**config.mk**
```make
export PLATFORM = sky130hd
export DESIGN_NAME = reg_serial_reader_flat
export DESIGN_NICKNAME = d
export VERILOG_FILES = /design/src/rtl/reg_serial_reader_if.sv /design/src/rtl/reg_serial_reader.sv /design/src/flat_wrapper.sv
export SDC_FILE = /design/constraint.sdc
export NUM_CORES = 1
export LEC_CHECK = 0
export ABC_AREA = 1
export BUFFER_PORTS_ARGS = -buffer_cell sky130_fd_sc_hd__buf_2
export CORE_MARGIN = 5
export CORE_UTILIZATION = 54
export DETAILED_ROUTE_END_ITERATION = 10
export PLACE_DENSITY = 0.8
export SYNTH_ARGS = -nofsm -noshare
export SYNTH_HDL_FRONTEND = slang
export SYNTH_SLANG_ARGS = --single-unit
```
**constraint.sdc**
```tcl
create_clock -name clk -period 2.08 [get_ports clk]
set_input_delay 0.312 -clock clk [delete_from_list [all_inputs] [get_ports clk]]
set_output_delay 0.312 -clock clk [all_outputs]
set_load 0.02 [all_outputs]
```
**src/rtl/reg_serial_reader_if.sv**
```systemverilog
// Handshake bundle for reg_serial_reader: parallel load side plus the serial
// valid/ready stream. Names carry the direction as seen from the reader.
interface reg_serial_reader_if #(
  parameter int W = 8
);
  logic         i_load;
  logic [W-1:0] i_d;
  logic         i_sready;
  logic         o_sdata;
  logic         o_svalid;
  logic         o_busy;
  logic         o_done;

  modport master (
    output i_load, i_d, i_sready,
    input  o_sdata, o_svalid, o_busy, o_done
  );

  modport slave (
    input  i_load, i_d, i_sready,
    output o_sdata, o_svalid, o_busy, o_done
  );
endinterface

```
**src/rtl/reg_serial_reader.sv**
```systemverilog
// Parallel-to-serial reader: captures a W-bit word on load and streams it out
// one bit per valid/ready handshake, then pulses done for one cycle.
module reg_serial_reader #(
  parameter int W         = 8,
  parameter bit MSB_FIRST = 1'b1,
  parameter bit IDLE_BIT  = 1'b0
) (
  input  logic              clk,
  input  logic              rst,
  reg_serial_reader_if.slave bus
);
  localparam int            CW   = $clog2(W);
  localparam logic [CW-1:0] LAST = CW'(W - 1);
  localparam logic [CW-1:0] ONE  = CW'(32'd1);

  typedef enum logic [1:0] {
    S_IDLE  = 2'd0,
    S_SHIFT = 2'd1,
    S_DONE  = 2'd2
  } state_t;

  state_t        r_state;
  state_t        w_state_nxt;
  logic [W-1:0]  r_sr;
  logic [W-1:0]  w_sr_nxt;
  logic [CW-1:0] r_cnt;
  logic [CW-1:0] w_cnt_nxt;
  logic          w_accept;
  logic          r_sdata;
  logic          r_svalid;
  logic          r_busy;
  logic          r_done;
  logic          w_sdata_nxt;
  logic          w_svalid_nxt;
  logic          w_busy_nxt;
  logic          w_done_nxt;

  // svalid is registered high exactly while in SHIFT, so state stands in for it
  assign w_accept = (r_state == S_SHIFT) && bus.i_sready;

  // State register
  always_ff @(posedge clk or negedge rst) begin
    if (!rst) begin
      r_state <= S_IDLE;
    end else begin
      r_state <= w_state_nxt;
    end
  end

  // Next-state logic
  always_comb begin
    w_state_nxt = r_state;
    case (r_state)
      S_IDLE: begin
        if (bus.i_load) w_state_nxt = S_SHIFT;
        else            w_state_nxt = S_IDLE;
      end
      S_SHIFT: begin
        if (w_accept && (r_cnt == LAST)) w_state_nxt = S_DONE;
        else                             w_state_nxt = S_SHIFT;
      end
      S_DONE:  w_state_nxt = S_IDLE;
      default: w_state_nxt = S_IDLE;
    endcase
  end

  // Shift register and bit counter next values
  always_comb begin
    w_sr_nxt  = r_sr;
    w_cnt_nxt = r_cnt;
    case (r_state)
      S_IDLE: begin
        if (bus.i_load) begin
          w_sr_nxt  = bus.i_d;
          w_cnt_nxt = '0;
        end else begin
          w_sr_nxt  = r_sr;
          w_cnt_nxt = r_cnt;
        end
      end
      S_SHIFT: begin
        if (w_accept) begin
          if (MSB_FIRST) w_sr_nxt = {r_sr[W-2:0], 1'b0};
          else           w_sr_nxt = {1'b0, r_sr[W-1:1]};
          if (r_cnt == LAST) w_cnt_nxt = '0;
          else               w_cnt_nxt = r_cnt + ONE;
        end else begin
          w_sr_nxt  = r_sr;
          w_cnt_nxt = r_cnt;
        end
      end
      default: begin
        w_sr_nxt  = r_sr;
        w_cnt_nxt = r_cnt;
      end
    endcase
  end

  // Shift register and counter storage
  always_ff @(posedge clk or negedge rst) begin
    if (!rst) begin
      r_sr  <= '0;
      r_cnt <= '0;
    end else begin
      r_sr  <= w_sr_nxt;
      r_cnt <= w_cnt_nxt;
    end
  end

  // Outputs decoded from the upcoming state so the registered copies line up with it
  always_comb begin
    w_sdata_nxt  = IDLE_BIT;
    w_svalid_nxt = 1'b0;
    w_busy_nxt   = 1'b0;
    w_done_nxt   = 1'b0;
    case (w_state_nxt)
      S_SHIFT: begin
        w_svalid_nxt = 1'b1;
        w_busy_nxt   = 1'b1;
        if (MSB_FIRST) w_sdata_nxt = w_sr_nxt[W-1];
        else           w_sdata_nxt = w_sr_nxt[0];
      end
      S_DONE:  w_done_nxt = 1'b1;
      S_IDLE:  w_sdata_nxt = IDLE_BIT;
      default: w_sdata_nxt = IDLE_BIT;
    endcase
  end

  // Output registers
  always_ff @(posedge clk or negedge rst) begin
    if (!rst) begin
      r_sdata  <= IDLE_BIT;
      r_svalid <= 1'b0;
      r_busy   <= 1'b0;
      r_done   <= 1'b0;
    end else begin
      r_sdata  <= w_sdata_nxt;
      r_svalid <= w_svalid_nxt;
      r_busy   <= w_busy_nxt;
      r_done   <= w_done_nxt;
    end
  end

  assign bus.o_sdata  = r_sdata;
  assign bus.o_svalid = r_svalid;
  assign bus.o_busy   = r_busy;
  assign bus.o_done   = r_done;
endmodule

```
**src/flat_wrapper.sv**
```systemverilog
// flat-port wrapper written by rule: the top's interface ports become plain ports
module reg_serial_reader_flat 
#(
  parameter int W         = 8,
  parameter bit MSB_FIRST = 1'b1,
  parameter bit IDLE_BIT  = 1'b0
)
  (clk, rst, bus_i_load, bus_i_d, bus_i_sready, bus_o_sdata, bus_o_svalid, bus_o_busy, bus_o_done);
  reg_serial_reader_if #(.W(W)) bus_i ();
  input  logic clk;
  input  logic rst;
  input wire logic [$bits(bus_i.i_load)-1:0] bus_i_load;
  input wire logic [$bits(bus_i.i_d)-1:0] bus_i_d;
  input wire logic [$bits(bus_i.i_sready)-1:0] bus_i_sready;
  output wire logic [$bits(bus_i.o_sdata)-1:0] bus_o_sdata;
  output wire logic [$bits(bus_i.o_svalid)-1:0] bus_o_svalid;
  output wire logic [$bits(bus_i.o_busy)-1:0] bus_o_busy;
  output wire logic [$bits(bus_i.o_done)-1:0] bus_o_done;
  assign bus_i.i_load = bus_i_load;
  assign bus_i.i_d = bus_i_d;
  assign bus_i.i_sready = bus_i_sready;
  assign bus_o_sdata = bus_i.o_sdata;
  assign bus_o_svalid = bus_i.o_svalid;
  assign bus_o_busy = bus_i.o_busy;
  assign bus_o_done = bus_i.o_done;
  reg_serial_reader #(.W(W), .MSB_FIRST(MSB_FIRST), .IDLE_BIT(IDLE_BIT)) u_core (.clk(clk), .rst(rst), .bus(bus_i));
endmodule
```
==> run metrics, run 1 <==
status complete, no violations; DIE WIDTH 46.4 µm; layout cell share with drive strength beyond 1 26.8%; Synth top area share 55.8%; Unique masters post-synth 17; Fin. Hold Viols 0; clock latency on the worst-skew pair 0.29 ns; Post-Syn Nets 92; Final #Nets 112; mean post-synth cell area 9.19 µm²; clk buf depth 2; HP Class in -> reg; Post-CTS Setup Bufs 0; GRT Total Usage 13.9%; Via density 4.91; WP data arrival 1.44 ns; PwrDens 1170 nW/µm²; # port buffers 15; Max-slew headroom 77.8%; post-cts sizing count 0; number of global-route vias before repair 506; Fmax 0.819 GHz; switching share of power 34.6%; Core Region 1280 µm²; final period utilization 58.7%; Combinational Power Share 31.3%; CP max stage delay 0.41 ns; Clock transition at path regs 0.09 ns; Clock power frac 20.3%; commonest cells after routing, fill and taps aside nand2_1 (31), dfrtp_1 (16), buf_2 (15); r2r endpoint u_core.bus.o_sdata; filler instances 113; post-synthesis sequential area ratio 55.8%; Critical Path Sink Type register; Syn Inst Count 78; Crit Path Class reg -> reg; R2R Setup Slk 0.86 ns; RSZ-0062 raised after global routing false; Synth area leaders dfrtp_1 (56%), nand2_1 (16%), nand3_1 (6.3%); total power 0.990 mW; CTS tree done; Clock Skew 0.00395 ns; post-DP HPWL 962 µm; Residual DRC 0; synthesized area 717 µm²; crit path to u_core.bus.o_sdata; Num CTS Buffers 3; DR pass1 iterations 4; R2R cell count 5; Peak VDD IR 606 µV; io pins 16; Site Rows 13; H-tree levels 1; number of antenna violations at the first check in global routing 0; min cycle time layout 1.22 ns; first-pass GRT wire length 1990 µm; R2R Path Start u_core.r_cnt[0]; Hold Slack 0.222 ns; sequential cell fraction of total power 48.4%; Die Ht 46.4 µm; required time worst endpoint 2.30 ns; Worst-Margin Slew 0.333 ns; CTS root buffer clkbuf_4; Finished Cell Area 850 µm²; worst-path cell chain ha_1 -> ha_1 -> inv_1 -> o21ai_1 -> a21oi_1; Critical path origin u_core.r_cnt[0]; CP Max Fanout 5; grt total ovfl 0; Setup Viol. Count Final 0; routed wire length per instance 10.7 µm; max-cap violations 0; area leader, netlist dfrtp_1; most common cell after layout, fill and taps aside nand2_1; 1st-iter DRT viols 5; Layout area overhead 18.5%; element type at the critical path start register; Leak Pwr 0.456 nW; Ys Warns 0; Sink Count 16; flops & latches, synth 16; ant diodes 0; Starting Density 55.8%; number of nets with antenna violations after routing 0; NetSw 0.342 mW; Crit path top cell by count ha_1; Crit-path slowest cell dfrtp_1; placed cell area 803 µm²; Int Pwr 0.647 mW; hold buffers post-CTS 1; drt total wl 1200 µm; vias 550; setup slack after layout 0.859 ns; Max Transition Viols Final 0; Setup TNS 0 ns; pre-CTS WS 0.866 ns; GP Congestion 0.743; die area 2160 µm²; largest net degree at the start of global routing 17
==> layout make-up <==
type | count | area (µm²) | share of cell area (%)
clock buffer | 4 | 36.3 | 4.27
inverter | 8 | 35.0 | 4.12
multi-input combinational | 53 | 274 | 32.3
sequential | 16 | 400 | 47.1
tap | 15 | 18.8 | 2.21
timing repair buffer | 16 | 85.1 | 10.0
==> synthesized netlist by cell type <==
| library cell | n |
|---|---|
| nor2_1 | 2 |
| nand3_4 | 1 |
| a21oi_1 | 1 |
| nand3_1 | 9 |
| nor2_2 | 1 |
| inv_1 | 6 |
| dfrtp_1 | 16 |
| o21ai_1 | 1 |
| o21ai_2 | 1 |
| nand2_1 | 31 |
| nor2_8 | 1 |
| inv_4 | 2 |
| ha_1 | 2 |
| o21ai_0 | 1 |
| nand4_1 | 1 |
| nand2_2 | 1 |
| buf_4 | 1 |
==> power groups by stage <==
stage	clock network [mW]	registers, mW	logic (mW)
3_3_place_gp	0	0.481	0.303
5_1_grt	0.220	0.496	0.353
4_1_cts	0.210	0.481	0.318
6_report	0.201	0.479	0.310
3_5_place_dp	0	0.488	0.315
2_1_floorplan	0	0.495	0.219
==> per-layer routing <==
metal  vias up  global-route usage (%)  wire, µm
met2        15                    22.8       588
met4         0                    10.2        32
met1       245                    14.9       495
li1        286                       -         -
met5         -                       0         0
met3         4                    3.91        84
==> stage by stage <==
stage / util (%) / instances
detailed placement: 62.5 / 107
global placement: 62.5 / 107
finish: 66.1 / 112
floorplan: - / 78
global route: 66.1 / 112
CTS: 66.1 / 112
==> critical path, delay by kind of cell (launching register included) <==
| family | cells | cell delay (ns) |
|---|---|---|
| buffers and inverters | 1 | 0.12 |
| AOI/OAI and AO/OA | 2 | 0.24 |
| DFF | 1 | 0.41 |
| adders and majority gates | 2 | 0.38 |
==> flip-flops by register name (all words and copies together) (netlist names) <==
name and cells:
u_core.bus.o_busy 1, u_core.bus.o_done 1, u_core.bus.o_sdata 1, u_core.r_cnt 3
u_core.r_sr 8, u_core.r_state 2
==> cells by family (layout without fill, tap and decap cells) <==
logic type	Yosys count	in the layout	share of synthesized area, %
adder cells (fa/ha/maj)	2	2	3.49
AND/OR/NAND/NOR	47	47	31.4
AO/OA/AOI/OAI	4	4	3.31
buffers and inverters	9	28	5.93
flip-flops	16	16	55.8
==> worst min path at each step <==
stage	to	depth (start not counted)	startpoint
5_1_grt	u_core.r_sr[0]	3	bus_i_d[0]
4_1_cts	u_core.r_sr[0]	3	bus_i_d[0]
3_5_place_dp	u_core.r_sr[3]	1	rst
3_3_place_gp	u_core.r_cnt[1]	1	rst
6_report	u_core.r_sr[0]	3	bus_i_d[0]
2_1_floorplan	u_core.bus.o_busy	0	rst
No activity file was read; power rests on OpenSTA's default activity.
==> run 2: changes to the inputs <==
--- a/config.mk
+++ b/config.mk
@@ -8,9 +8,9 @@
 export ABC_AREA = 1
 export BUFFER_PORTS_ARGS = -buffer_cell sky130_fd_sc_hd__buf_2
 export CORE_MARGIN = 5
-export CORE_UTILIZATION = 54
+export CORE_UTILIZATION = 50
 export DETAILED_ROUTE_END_ITERATION = 10
-export PLACE_DENSITY = 0.8
+export PLACE_DENSITY = 0.75
 export SYNTH_ARGS = -nofsm -noshare
 export SYNTH_HDL_FRONTEND = slang
 export SYNTH_SLANG_ARGS = --single-unit
==> constraint.sdc (replaced) <==
create_clock -name clk -period 1.3 [get_ports clk]
set_input_delay 0.195 -clock clk [delete_from_list [all_inputs] [get_ports clk]]
set_output_delay 0.195 -clock clk [all_outputs]
set_load 0.02 [all_outputs]
==> run metrics, run 2 (same netlist as run 1, synthesis figures left out) <==
routed wire length per instance 11.4 µm (+6.7%); Peak VDD IR 863 µV (+42%); pre-CTS WS 0.0761 ns (-0.790 ns); Crit-path slowest cell dfrtp_1; Critical path origin u_core.r_cnt[0]; Worst-Margin Slew 0.349 ns (+0.0161 ns); 1st-iter DRT viols 2 (-3); PwrDens 1810 nW/µm² (+55%); layout cell share with drive strength beyond 1 27.1% (+0.28 points); number of antenna violations at the first check in global routing 0 (unchanged); most flop-heavy register u_core.r_sr; Top Registers u_core.r_sr x8, u_core.r_cnt x3, u_core.r_state x2; DIE WIDTH 47.9 µm (+3.1%); R2R Path Start u_core.r_cnt[0]; grt total ovfl 0 (unchanged); status complete, no violations; Max-slew headroom 76.7% (-1.1 points); Num CTS Buffers 3 (unchanged); total power 1.51 mW (+53%); final period utilization 92.9% (+34 points); Int Pwr 0.973 mW (+50%); Die Ht 47.9 µm (+3.1%); min cycle time layout 1.21 ns (-0.0131 ns); Setup Viol. Count Final 0 (unchanged); Via density 4.83 (-1.7%); Hold Startpoint bus_i_d[0]; vias 536 (-2.5%); required time worst endpoint 1.50 ns (-0.80 ns); Hold Slack 0.120 ns (-0.102 ns); NetSw 0.538 mW (+57%); Leak Pwr 0.449 nW (-1.5%); Clock Skew 0.000988 ns (-0.00296 ns); Final #Nets 112 (unchanged); switching share of power 35.6% (+0.99 points); clk buf depth 2 (unchanged); Post-CTS Setup Bufs 0 (unchanged); max reg flops 8 (unchanged); setup slack after layout 0.0923 ns (-0.767 ns); Starting Density 53.8% (-2.0 points); Combinational Power Share 32.9% (+1.6 points); worst-path cell chain ha_1 -> ha_1 -> inv_2 -> o21ai_1 -> a21oi_1; filler instances 126 (+12%); Residual DRC 0 (unchanged); commonest cells after routing, fill and taps aside nand2_1 (31), dfrtp_1 (16), buf_2 (15); die area 2290 µm² (+6.3%); CP max stage delay 0.42 ns (about the same); CP Max Fanout 5 (unchanged); io pins 16 (unchanged); RSZ-0062 raised after global routing false; HP Class in -> reg; Fmax 0.828 GHz (+1.1%); Crit Path Class reg -> reg; number of global-route vias before repair 537 (+6.1%); H-tree levels 1 (unchanged); most common cell after layout, fill and taps aside nand2_1; Site Rows 13 (unchanged); max-cap violations 0 (unchanged); Sink Count 16 (unchanged); Fin. Hold Viols 0 (unchanged); sequential cell fraction of total power 51.0% (+2.6 points); Setup TNS 0 ns (unchanged); Layout area overhead 16.6%; ant diodes 0 (unchanged); sequential cell area 400 µm² (unchanged); largest net degree at the start of global routing 17 (unchanged); DR pass1 iterations 4 (unchanged); number of nets with antenna violations after routing 0 (unchanged); WP buf/inv 1 (unchanged); Clock transition at path regs 0.08 ns (about the same); clock latency on the worst-skew pair 0.27 ns (-0.02 ns); Crit path top cell by count ha_1; multi-input logic area 274 µm² (unchanged); Critical Path Sink Type register; CTS root buffer clkbuf_4; element type at the critical path start register; crit-path leading delay family flip-flops; Clock power frac 16.0% (-4.3 points); post-DP HPWL 1010 µm (+5.4%); WP data arrival 1.41 ns (-0.03 ns); Max Transition Viols Final 0 (unchanged); drt total wl 1270 µm (+5.7%); GP Congestion 0.749 (+0.88%); first-pass GRT wire length 2260 µm (+13%); Core Region 1330 µm² (+3.8%); GRT Total Usage 14.4% (+0.51 points); CTS tree done; # port buffers 15 (unchanged)
## run 2: cell count changes in the layout (fill, tap and decap cells not counted), sizes merged
| cell | previous run | this run |
|---|---|---|
| clkbuf | 4 | 3 |
## run 2: final timing paths
| kind | endpoint | slack [ns] | cells past startpoint |
|---|---|---|---|
| max | u_core.bus.o_sdata | 0.09 | 5 |
| min | u_core.r_sr[0] | 0.12 | 3 |
| max reg2reg | u_core.bus.o_sdata | 0.09 | 5 |
| min reg2reg | u_core.r_sr[0] | 0.48 | 2 |
| max in group asynchronous | u_core.r_sr[5] | 0.69 | 2 |
| min in group asynchronous | u_core.r_cnt[2] | 0.35 | 2 |
## run 2: power groups by stage
stage               registers (mW)  clock network [mW]  logic, mW
floorplan                    0.792                   0      0.350
global placement             0.769                   0      0.488
detailed placement           0.784                   0      0.507
CTS                          0.775               0.255      0.509
global route                 0.795               0.279      0.588
finish                       0.771               0.242      0.498
## run 2: layout make-up
type,instances,area share (%)
tap,15,2.25
inverter,8,4.19
multi-input combinational,53,32.8
clock buffer,3,2.69
timing repair buffer,16,10.2
sequential,16,47.9
## run 2: tightest hold or removal path, delay by kind of cell
family / cells / cell delay [ns]
AND/OR/NAND/NOR: 2 / 0.09
buffers and inverters: 1 / 0.07
## run 2: per-layer routing
metal / share of wire (%) / up-vias / global-route usage [%]
met5: 0 / - / 0
met4: 1.1 / 0 / 4.84
met3: 6.9 / 2 / 3.76
met2: 49 / 16 / 24.5
met1: 43 / 235 / 17.4
li1: - / 283 / -
## run 2: per-stage QoR
stage	cell area [µm²]	instances	util, %
6_report	836	111	62.7
5_1_grt	836	111	62.7
4_1_cts	836	111	62.7
3_5_place_dp	803	107	60.2
3_3_place_gp	803	107	60.2
2_1_floorplan	717	78	-
## run 2: repair_timing
item                       CTS  global route
hold buffers                 1             0
setup endpoints to repair    0             2
resized for setup            0             1
hold endpoints to repair    16             0
